==> src/rtl/trng_ctrl.sv <==
`default_nettype none
// ============================================================================
// Module   : trng_ctrl
// Brief    : Ring-oscillator TRNG sequencer. Warms up the oscillator bank,
//            samples the synchronized XOR of all oscillators at a fixed rate,
//            applies von Neumann debiasing, packs bits into bytes on a
//            valid/ready port and shuts the bank down on a repetition-count
//            health failure.
// Revision : 1.0 - initial release
// ============================================================================
module trng_ctrl #(
  parameter int NUM_RO        = 4,
  parameter int SAMPLE_DIV    = 8,
  parameter int WARMUP_CYCLES = 64,
  parameter int REP_LIMIT     = 32
) (
  input  logic              clk,
  input  logic              rst,
  input  logic              start,
  output logic [NUM_RO-1:0] ro_en,
  input  logic [NUM_RO-1:0] ro_rnd,
  output logic [7:0]        data,
  output logic              valid,
  input  logic              ready,
  output logic              busy,
  output logic              err,
  input  logic              err_clr
);

  typedef enum logic [1:0] {
    S_IDLE   = 2'd0,
    S_WARMUP = 2'd1,
    S_RUN    = 2'd2,
    S_ERROR  = 2'd3
  } state_t;

  // Terminal values, sized to the counters that compare against them
  localparam logic [15:0] c_warm_last = 16'(WARMUP_CYCLES - 1);
  localparam logic [7:0]  c_div_last  = 8'(SAMPLE_DIV - 1);
  localparam logic [7:0]  c_rep_limit = 8'(REP_LIMIT);

  state_t            r_state;
  state_t            w_next;
  logic [NUM_RO-1:0] r_sync1;
  logic [NUM_RO-1:0] r_sync2;
  logic [15:0]       r_warm;
  logic [7:0]        r_div;
  logic [7:0]        r_run;
  logic              r_last;
  logic              r_pair_full;
  logic              r_pair_bit;
  logic [6:0]        r_byte;
  logic [2:0]        r_nbits;

  logic w_raw;
  logic w_trip;
  logic w_sample;
  logic w_emit;
  logic w_byte_done;
  logic w_load;

  // The raw entropy bit is the parity of the synchronized oscillator bank
  assign w_raw = ^r_sync2;

  // A repetition run that reached the limit forces the shutdown path
  assign w_trip = (r_state == S_RUN) && (r_run == c_rep_limit);

  // One raw sample per divider period, only while actively generating
  assign w_sample = (r_state == S_RUN) && start && !w_trip && (r_div == c_div_last);

  // Second sample of a pair that differs from the first yields the first bit
  assign w_emit      = w_sample && r_pair_full && (r_pair_bit != w_raw);
  assign w_byte_done = w_emit && (r_nbits == 3'd7);

  // A completed byte is kept only if the output slot is (or becomes) free
  assign w_load = w_byte_done && (!valid || ready);

  assign busy  = (r_state == S_WARMUP) || (r_state == S_RUN);
  assign err   = (r_state == S_ERROR);
  assign ro_en = {NUM_RO{busy}};

  // Two-flop synchronizer for the asynchronous oscillator outputs
  always_ff @(posedge clk or posedge rst) begin
    if (rst) begin
      r_sync1 <= '0;
      r_sync2 <= '0;
    end else begin
      r_sync1 <= ro_rnd;
      r_sync2 <= r_sync1;
    end
  end

  // State register
  always_ff @(posedge clk or posedge rst) begin
    if (rst) begin
      r_state <= S_IDLE;
    end else begin
      r_state <= w_next;
    end
  end

  // Next-state decode; the health trip outranks a stop request
  always_comb begin
    w_next = r_state;
    case (r_state)
      S_IDLE: begin
        if (start) begin
          w_next = S_WARMUP;
        end
      end
      S_WARMUP: begin
        if (!start) begin
          w_next = S_IDLE;
        end else if (r_warm == c_warm_last) begin
          w_next = S_RUN;
        end
      end
      S_RUN: begin
        if (w_trip) begin
          w_next = S_ERROR;
        end else if (!start) begin
          w_next = S_IDLE;
        end
      end
      S_ERROR: begin
        if (err_clr) begin
          w_next = S_IDLE;
        end
      end
      default: w_next = S_IDLE;
    endcase
  end

  // Warm-up counter restarts on entry to WARMUP; sample divider only runs in RUN
  always_ff @(posedge clk or posedge rst) begin
    if (rst) begin
      r_warm <= '0;
      r_div  <= '0;
    end else begin
      if (r_state != S_WARMUP) begin
        r_warm <= '0;
      end else if (r_warm != c_warm_last) begin
        r_warm <= r_warm + 16'd1;
      end

      if (r_state != S_RUN || r_div == c_div_last) begin
        r_div <= '0;
      end else begin
        r_div <= r_div + 8'd1;
      end
    end
  end

  // Health run counter, debias pair and partial byte; all discarded outside RUN
  always_ff @(posedge clk or posedge rst) begin
    if (rst) begin
      r_run       <= '0;
      r_last      <= 1'b0;
      r_pair_full <= 1'b0;
      r_pair_bit  <= 1'b0;
      r_byte      <= '0;
      r_nbits     <= '0;
    end else if (w_next != S_RUN) begin
      r_run       <= '0;
      r_last      <= 1'b0;
      r_pair_full <= 1'b0;
      r_pair_bit  <= 1'b0;
      r_byte      <= '0;
      r_nbits     <= '0;
    end else if (w_sample) begin
      if (r_run == 8'd0 || w_raw != r_last) begin
        r_run <= 8'd1;
      end else begin
        r_run <= r_run + 8'd1;
      end
      r_last <= w_raw;

      if (!r_pair_full) begin
        r_pair_full <= 1'b1;
        r_pair_bit  <= w_raw;
      end else begin
        r_pair_full <= 1'b0;
        if (w_emit) begin
          if (r_nbits == 3'd7) begin
            r_byte  <= '0;
            r_nbits <= '0;
          end else begin
            r_byte  <= {r_byte[5:0], r_pair_bit};
            r_nbits <= r_nbits + 3'd1;
          end
        end
      end
    end
  end

  // Output byte slot: ERROR drops the held byte, otherwise load or handshake
  always_ff @(posedge clk or posedge rst) begin
    if (rst) begin
      data  <= 8'h00;
      valid <= 1'b0;
    end else if (w_next == S_ERROR) begin
      valid <= 1'b0;
    end else if (w_load) begin
      data  <= {r_byte, r_pair_bit};
      valid <= 1'b1;
    end else if (valid && ready) begin
      valid <= 1'b0;
    end
  end

endmodule
`default_nettype wire

==> config.mk <==
export PLATFORM = sky130hd
export DESIGN_NAME = trng_ctrl
export DESIGN_NICKNAME = d
export VERILOG_FILES = /design/src/rtl/trng_ctrl.sv
export SDC_FILE = /design/constraint.sdc
export NUM_CORES = 1
export LEC_CHECK = 0
export ABC_AREA = 1
export CAP_MARGIN = 20
export CORE_MARGIN = 2
export CORE_UTILIZATION = 59
export CTS_CLUSTER_DIAMETER = 40
export DETAILED_ROUTE_END_ITERATION = 8
export PLACE_DENSITY = 0.76
export SLEW_MARGIN = 20
export SYNTH_ARGS = -nofsm -noshare
export SYNTH_HDL_FRONTEND = slang
export SYNTH_SLANG_ARGS = --single-unit
==> constraint.sdc <==
create_clock -name clk -period 2.1 [get_ports clk]
set_input_delay 0.315 -clock clk [delete_from_list [all_inputs] [get_ports clk]]
set_output_delay 0.315 -clock clk [all_outputs]
set_load 0.02 [all_outputs]
# Yosys cells after proc, flatten, opt, wreduce, memory -nomap -nowiden
# Index checks and enable logic that the tools add are counted.
# word_totals
register_bits,64
input_bits,9
output_inout_bits,15
word_cells,93
# op_classes
n_addsub,4
n_eq_ne,15
n_mux,34
bitwise_logic,1
n_reduce_logical,26
# op_table
operator,n
two-way mux 7 bit,5
two-way mux 16 bit,2
two-way mux 8 bit,4
"adder 16 x 1 -> 16 bit, second input constant",1
"adder 8 x 1 -> 8 bit, second input constant",2
"equality test 16 x 6 -> 1 bit, second input constant",1
"inequality test 16 x 6 -> 1 bit, second input constant",1
two-way mux 3 bit,5
two-way mux 2 bit,6
two-way mux 1 bit,11
logical AND 1 bit,9
"equality test 8 x 3 -> 1 bit, second input constant",1
"equality test 8 x 6 -> 1 bit, second input constant",1
zero test 8 bit,1
case mux 2 bit (4 select lines),1
nonzero test 2 bit,4
"equality test 2 bit, second input constant",3
logical OR 1 bit,4
"inequality test 2 x 1 -> 1 bit, second input constant",2
"inequality test 2 bit, second input constant",2
AND reduction 2 bit,2
XOR reduction 4 bit,1
"adder 3 x 1 -> 3 bit, second input constant",1
"equality test 3 bit, second input constant",1
other kinds (7),9

# Depth between registers and ports, before layout
# Gate-level depths: netlist of run 1.
# logic_depth
word_depth,11
depth_mapped,14

# Least setup slack after synthesis of run 1
# Ideal clock, no wire load.
# synth_timing
path_kind,register to register
startpoint,register r_state[0]
endpoint,register data[0]
arrival_ps,1582
required_time_ps,1983
slack_ps,401
stages_incl_launch_ff,13
n_path_buf,0
period_less_slack_ps,1699
path_cell_list,dfrtp_1 -> inv_1 -> ha_1 -> nand2_1 -> nor2_1 -> nand2_2 -> nand3b_4 -> nor2_8 -> nand3_4 -> nor2_8 -> nand2_8 -> nand2_2 -> nand2_1
# synth_via
elab_chain_len,10
word_cells_on_any_way,23
cone_classes,4 x eq/ne; 7 x mux; 1 x bitwise; 11 x reduce/logical
# synth_lines
element,line_no,source
from (decl),42,state_t r_state;
from (signal assigned),98,r_state <= w_next;
"parallel branches: the longest is 9 deep, another holds case mux 2 bit (4 select lines)",-,
AND reduction 2 bit (no line) (*),-,
to (signal assigned),204,"data <= {r_byte, r_pair_bit};"
to (decl),22,"output logic [7:0] data,"
# Mark *: on every way between the ends.
# A chain may end at the register's enable or synchronous reset.

# Worst setup path after layout of run 1
# layout_timing
startpoint,register r_state[0]
endpoint,register r_nbits[1]
# layout_via
elab_chain_len,9
word_cells_on_any_way,24
cone_classes,4 x eq/ne; 8 x mux; 12 x reduce/logical
# layout_lines
element,line_no,source
"parallel branches: the longest is 9 deep, another holds case mux 2 bit (4 select lines)",-,
to (signal assigned),189,r_nbits <= r_nbits + 3'd1;
to (decl),53,logic [2:0] r_nbits;
# Several ways; the timed one is not identified.

==> results of run 1 <==
layout make-up:
class / count / area, um^2 / area share
repair buffers: 28 / 274 / 0.0699
clock buffers: 13 / 149 / 0.0380
flip-flops and latches: 64 / 1600 / 0.409
clock inverters: 3 / 17.5 / 0.00447
multi-input cells: 279 / 1570 / 0.401
well taps: 72 / 90.1 / 0.0230
inverters: 57 / 215 / 0.0549
worst max-delay path: stages (launching register included):
cell and delay [ns]:
dfrtp_2 0.43, inv_1 0.10, ha_2 0.23, nand2_1 0.07
nor2_1 0.12, nand2_2 0.10, nand2_1 0.10, nand2_1 0.07
nand2_2 0.07, nand2_4 0.13, nand2_8 0.12, clkinv_2 0.12
nand2_1 0.10, inv_1 0.04
synth_stat cells, types with 3 or more instances:
cell and n:
nand2_4 3, nor3_1 5, inv_1 53, xor2_1 7, o21ai_0 15, buf_4 4, nand2_1 91, nor3b_1 4
nand2_8 3, ha_1 10, nand4_1 16, nand2_2 16, a21oi_1 14, nand3_1 32, nor2_1 39, nor2_2 4
xnor2_1 3, dfrtp_1 64
metrics by stage:
| step | cell area (um^2) | hold slack [ns] |
|---|---|---|
| after floorplan | 3440 | 0.331 |
| final | 3920 | 0.227 |
| after CTS | 3900 | 0.221 |
| after global placement | 3740 | 0.331 |
| after detailed placement | 3740 | 0.338 |
| after global routing | 3920 | 0.235 |
cells by family after synthesis:
| family | synth area share |
|---|---|
| and+or+nand+nor | 0.333 |
| buffers and inverters | 0.0829 |
| DFF | 0.465 |
| AOI/OAI and AO/OA | 0.0545 |
| xor gates and xnor gates | 0.0254 |
| adders and majority gates | 0.0364 |
| muxes | 0.00291 |
final timing paths:
kind                             from  cells after the start    endpoint  slack, ns
hold reg to reg            r_sync1[2]                      0  r_sync2[2]       0.34
setup reg to reg           r_state[0]                     13  r_nbits[1]       0.19
hold / removal                    rst                      2  r_warm[13]       0.23
max in group asynchronous         rst                      3  r_state[0]       1.30
min in group clk           r_sync1[2]                      0  r_sync2[2]       0.34
setup / recovery           r_state[0]                     13  r_nbits[1]       0.19
layout by cell type, fill, tap and decap left out, types with 3 or more instances in the layout:
cell type | synthesis | routed
buf_4 | 4 | 4
ha_1 | 10 | 9
clkbuf_8 | 0 | 10
nor3_1 | 5 | 5
nor2_1 | 39 | 39
xor2_1 | 7 | 7
clkinv_2 | 1 | 3
xnor2_1 | 3 | 3
a21oi_1 | 14 | 14
nand2_8 | 3 | 4
dlygate4sd2_1 | 0 | 5
dfrtp_1 | 64 | 63
clkdlybuf4s50_1 | 0 | 18
nand3_1 | 32 | 32
inv_2 | 2 | 3
nor2_2 | 4 | 5
nand2_1 | 91 | 91
nand2_2 | 16 | 16
nand4_1 | 16 | 16
inv_1 | 53 | 52
nor3b_1 | 4 | 4
o21ai_0 | 15 | 15
clkbuf_1 | 1 | 3
per-layer routing:
layer	up-vias	share of wire	GRT usage
li1	1365	-	-
met1	1267	0.47	0.284
met2	44	0.48	0.373
met3	9	0.034	0.0584
met4	0	0.017	0.0983
met5	-	0	0
sequential cells by signal, summed over array words and instances, names as in the netlist:
| name | cells |
|---|---|
| data | 8 |
| r_byte | 7 |
| r_div | 8 |
| r_last | 1 |
| r_nbits | 3 |
| r_pair_bit | 1 |
| r_pair_full | 1 |
| r_run | 8 |
| r_state | 2 |
| r_sync1 | 4 |
| r_sync2 | 4 |
| r_warm | 16 |
| valid | 1 |
power by group through the flow:
| stage | logic (W) | registers [W] | clock network (W) |
|---|---|---|---|
| 5_1_grt | 0.000604 | 0.00132 | 0.000991 |
| 6_report | 0.000548 | 0.00131 | 0.000917 |
| 4_1_cts | 0.000549 | 0.00131 | 0.000937 |
| 2_1_floorplan | 0.000461 | 0.00132 | 0 |
| 3_5_place_dp | 0.000583 | 0.00133 | 0 |
| 3_3_place_gp | 0.000569 | 0.00133 | 0 |
repair_timing:
item	CTS	global route
gates cloned	0	1
endpoints found under the setup margin	5	17
endpoints found under the hold margin	0	0
pin swaps	0	1
resized for setup	5	3
==> run summary, run 1 <==
ys async rst share: 1.00
CTS sink cnt: 64
EDFF count, synth: 0
Post-CTS Setup Bufs: 0
total length of routed wires: 6240 um
Setup crit start kind: flip-flop
final worst setup slack: 0.186 ns
final hold vios: 0
cts hold-fix bufs: 0
die extent in x: 80.4 um
largest net degree at the start of global routing: 56
die area: 0.00646 mm^2
Rows: 27
Flop pwr share: 0.472
Placeable Area: 0.00557 mm^2
Power Dens Cells: 708 mW/mm^2
synth top area cells: dfrtp_1 47%, nand2_1 9.9%, inv_1 5.8%
RSZ-0062 raised after global routing: false
H-tree lvl count: 3
routability cong.: 0.806
dpl ws: 0.135 ns
Min-Delay Path Class: in2async
area leader, netlist: dfrtp_1
vias in the first global route: 2583
GRT Residual Overflow: 0
Final Power: 0.00278 W
Clk Latency, worst-skew pair: 0.34 ns
Avg Cell Area, Syn: 8.44 um^2
Worst slew margin: 0.642
number of library cell types mapped by synthesis: 37
CTS Buf Count: 9
Lkg Pwr: 1.97 nW
final slew viol count: 0
Layout Nets: 458
Root Driver: clkbuf_8
top-area cell type share of the netlist area: 0.465
Worst Skew: 0.00946 ns
minimum clock period: 1.91 ns
area delta synth->final: 13.9%
IO Port Bufs: 23
total vias in the final route: 2685
initial antenna violation count: 0
endpoint class of the critical path: flip-flop
Fmax: 522 MHz
Initial Util: 0.618
first-pass GRT wire length: 11300 um
Final setup viols: 0
Die Y: 80.4 um
Main synth FF type: dfrtp_1
vias per std cell: 5.20
HPWL after DPL: 4430 um
Layout fillers: 445
WL/cell: 12.1 um
CP max FO: 15
Setup Crit Path Kind: reg2reg
Ys Warns: 0
outcome: complete, no violations
clock share of power: 0.330
setup TNS: 0 ns
switching power: 0.000866 W
sequential-to-total area share from yosys stat: 0.465
clk buf depth: 2
Antenna Violating Nets Remaining: 0
WP data required: 2.34 ns
Switching Fraction: 0.312
Worst-path clk slew: 0.07 ns
Yosys reg bits: 64
P_int: 0.00191 W
combinational share of power: 0.197
Mapped Area: 0.00344 mm^2
DR iter-0 viols: 117
Antenna Cells: 0
crit path DAT: 2.15 ns
detailed-route DRC error count: 0
maximum VDD drop: 0.000584 V
Syn Nets: 427
Layout Cells excl Fill: 516
cell total after placement: 499
share of the core filled with cells: 0.703
GRT Overall Usage: 0.227
proportion of layout cells with a drive suffix above 1: 0.133
period utilization: 0.912
I/O pins: 24
DRT Pass-1 Iters: 4
CTS tree: built
max cap viols: 0
Syn Inst Count: 408
Worst Max-Slew Pin Slew: 0.534 ns
Note: power is estimated with default switching activity, not from simulation.
==> run 2: changes to the inputs <==
Settings changed: CORE_UTILIZATION 59 to 55, PLACE_DENSITY 0.76 to 0.71.
==> run summary, run 2 (synthesized netlist as in run 1, its figures left out) <==
final hold vios: 0 (unchanged)
CTS Buf Count: 9 (unchanged)
Initial Util: 0.575 (was 0.618)
GRT Residual Overflow: 0 (unchanged)
maximum VDD drop: 0.000574 V (was 0.000584 V)
Placeable Area: 0.00599 mm^2 (was 0.00557 mm^2)
Setup Crit Path Kind: reg2out (was reg2reg)
WP data required: 1.78 ns (was 2.34 ns)
Layout Cells excl Fill: 521 (was 516)
worst setup path end: err (was r_nbits[1])
setup TNS: 0 ns (unchanged)
Worst slew margin: 0.679 (was 0.642)
Setup crit start kind: flip-flop (unchanged)
outcome: complete, no violations (unchanged)
proportion of layout cells with a drive suffix above 1: 0.141 (was 0.133)
Power Dens Cells: 762 mW/mm^2 (was 708 mW/mm^2)
total length of routed wires: 6090 um (was 6240 um)
vias in the first global route: 2625 (was 2583)
CTS tree: built (unchanged)
CP Cell Sequence: ha_1 > clkdlybuf4s50_1 (was inv_1 > ha_2 > nand2_1 > nor2_1 > nand2_2 > nand2_1 > nand2_1 > nand2_2 > nand2_4 > nand2_8 > clkinv_2 > nand2_1 > inv_1)
die extent in x: 83.1 um (was 80.4 um)
cell total after placement: 504 (was 499)
area delta synth->final: 16.0% (was 13.9%)
Worst Skew: 0.00960 ns (was 0.00946 ns)
Lkg Pwr: 2.02 nW (was 1.97 nW)
share of the core filled with cells: 0.666 (was 0.703)
HPWL after DPL: 4430 um (about the same)
first-pass GRT wire length: 11100 um (was 11300 um)
Antenna Violating Nets Remaining: 0 (unchanged)
crit path launch: r_state[1] (was r_state[0])
H-tree lvl count: 3 (unchanged)
Min-Delay Path Class: in2async (unchanged)
endpoint class of the critical path: output port (was flip-flop)
Clk Latency, worst-skew pair: 0.35 ns (was 0.34 ns)
cts hold-fix bufs: 0 (unchanged)
Fmax: 524 MHz (was 522 MHz)
dpl ws: 0.148 ns (was 0.135 ns)
Largest stage delay, worst path: 0.60 ns (was 0.43 ns)
initial antenna violation count: 0 (unchanged)
most frequent cells in the layout: 91 x nand2_1, 64 x dfrtp_1, 52 x inv_1, 39 x nor2_1, 32 x nand3_1 (was 91 x nand2_1, 63 x dfrtp_1, 52 x inv_1, 39 x nor2_1, 32 x nand3_1)
CP max FO: 5 (was 15)
DRT Pass-1 Iters: 4 (unchanged)
RSZ-0062 raised after global routing: false (unchanged)
detailed-route DRC error count: 0 (unchanged)
commonest non-fill, non-tap cell in the layout: nand2_1 (unchanged)
routability cong.: 0.852 (was 0.806)
Final setup viols: 0 (unchanged)
CTS sink cnt: 64 (unchanged)
total vias in the final route: 2689 (was 2685)
I/O pins: 24 (unchanged)
period utilization: 0.909 (was 0.912)
Largest Register: r_warm (unchanged)
largest net degree at the start of global routing: 36 (was 56)
vias per std cell: 5.16 (was 5.20)
beginning of the worst register-to-register path: r_state[0] (unchanged)
die area: 0.00691 mm^2 (was 0.00646 mm^2)
Worst-path clk slew: 0.08 ns (was 0.07 ns)
final worst setup slack: 0.190 ns (was 0.186 ns)
WL/cell: 11.7 um (was 12.1 um)
Layout Nets: 460 (was 458)
IO Port Bufs: 23 (unchanged)
final slew viol count: 0 (unchanged)
max cap viols: 0 (unchanged)
Root Driver: clkbuf_8 (unchanged)
slack of the worst reg-to-reg path: 0.20 ns (was 0.19 ns)
slowest stage cell on the critical path: clkdlybuf4s50_1 (was dfrtp_2)
DR iter-0 viols: 95 (was 117)
Die Y: 83.1 um (was 80.4 um)
Antenna Cells: 0 (unchanged)
crit path DAT: 1.59 ns (was 2.15 ns)
clk buf depth: 2 (unchanged)
max reg flops: 16 (unchanged)
minimum clock period: 1.91 ns (about the same)
Post-CTS Setup Bufs: 0 (unchanged)
GRT Overall Usage: 0.195 (was 0.227)
RR Endpoint: r_byte[3] (was r_nbits[1])
Rows: 28 (was 27)
Worst R2R Path Depth: 13 (unchanged)
Worst Max-Slew Pin Slew: 0.478 ns (was 0.534 ns)
## run 2: cell count changes in the layout (fill, tap and decap cells not counted), moves of 2 or more
cell / change
bufinv_16: +2
buf_4: +2
clkbuf_1: -3
clkinv_2: -2
clkinv_4: +3
## run 2: what timing repair did
action	4_1_cts	5_1_grt
gates cloned	0	1
endpoints found under the hold margin	0	0
endpoints found under the setup margin	5	7
gates resized for setup	5	1
pin swaps	0	1
## run 2: worst min path at each step
stage,from,to,cells after the start
final,rst,r_div[2],2
after CTS,rst,r_run[4],2
after global routing,rst,r_div[4],2
after floorplan,r_sync1[0],r_sync2[0],0
after global placement,r_sync1[3],r_sync2[3],0
after detailed placement,r_sync1[1],r_sync2[1],0
## run 2: metrics by stage
stage / total power [W] / instance area [um^2] / hold WS [ns]
2_1_floorplan: 0.00178 / 3440 / 0.331
3_3_place_gp: 0.00190 / 3760 / 0.332
3_5_place_dp: 0.00191 / 3760 / 0.336
4_1_cts: 0.00308 / 3980 / 0.263
5_1_grt: 0.00320 / 3990 / 0.288
6_report: 0.00304 / 3990 / 0.254
## run 2: final cells by class
class	count	area, um^2
fill	490	2000
sequential	64	1600
multi-input combinational	279	1560
timing repair buffer	30	289
inverter	57	215
clock buffer	9	124
clock inverter	7	105
tap	75	93.8
## run 2: worst max-delay path: cells and delay by family (launching register included)
family / cells / cell delay [ns]
adders and majority gates: 1 / 0.20
buffers and inverters: 1 / 0.60
DFF: 1 / 0.44
## run 2: metal layers
| metal | wire length (um) | track usage |
|---|---|---|
| met5 | 0 | 0 |
| met1 | 2840 | 0.240 |
| met4 | 123 | 0.0849 |
| met3 | 176 | 0.0457 |
| met2 | 2950 | 0.326 |
## run 2: power breakdown
group          switching (W)  internal [W]  total [W]
combinational       0.000358      0.000177   0.000536
clock               0.000518      0.000681    0.00120
sequential         0.0000355       0.00127    0.00131
total               0.000911       0.00213    0.00304
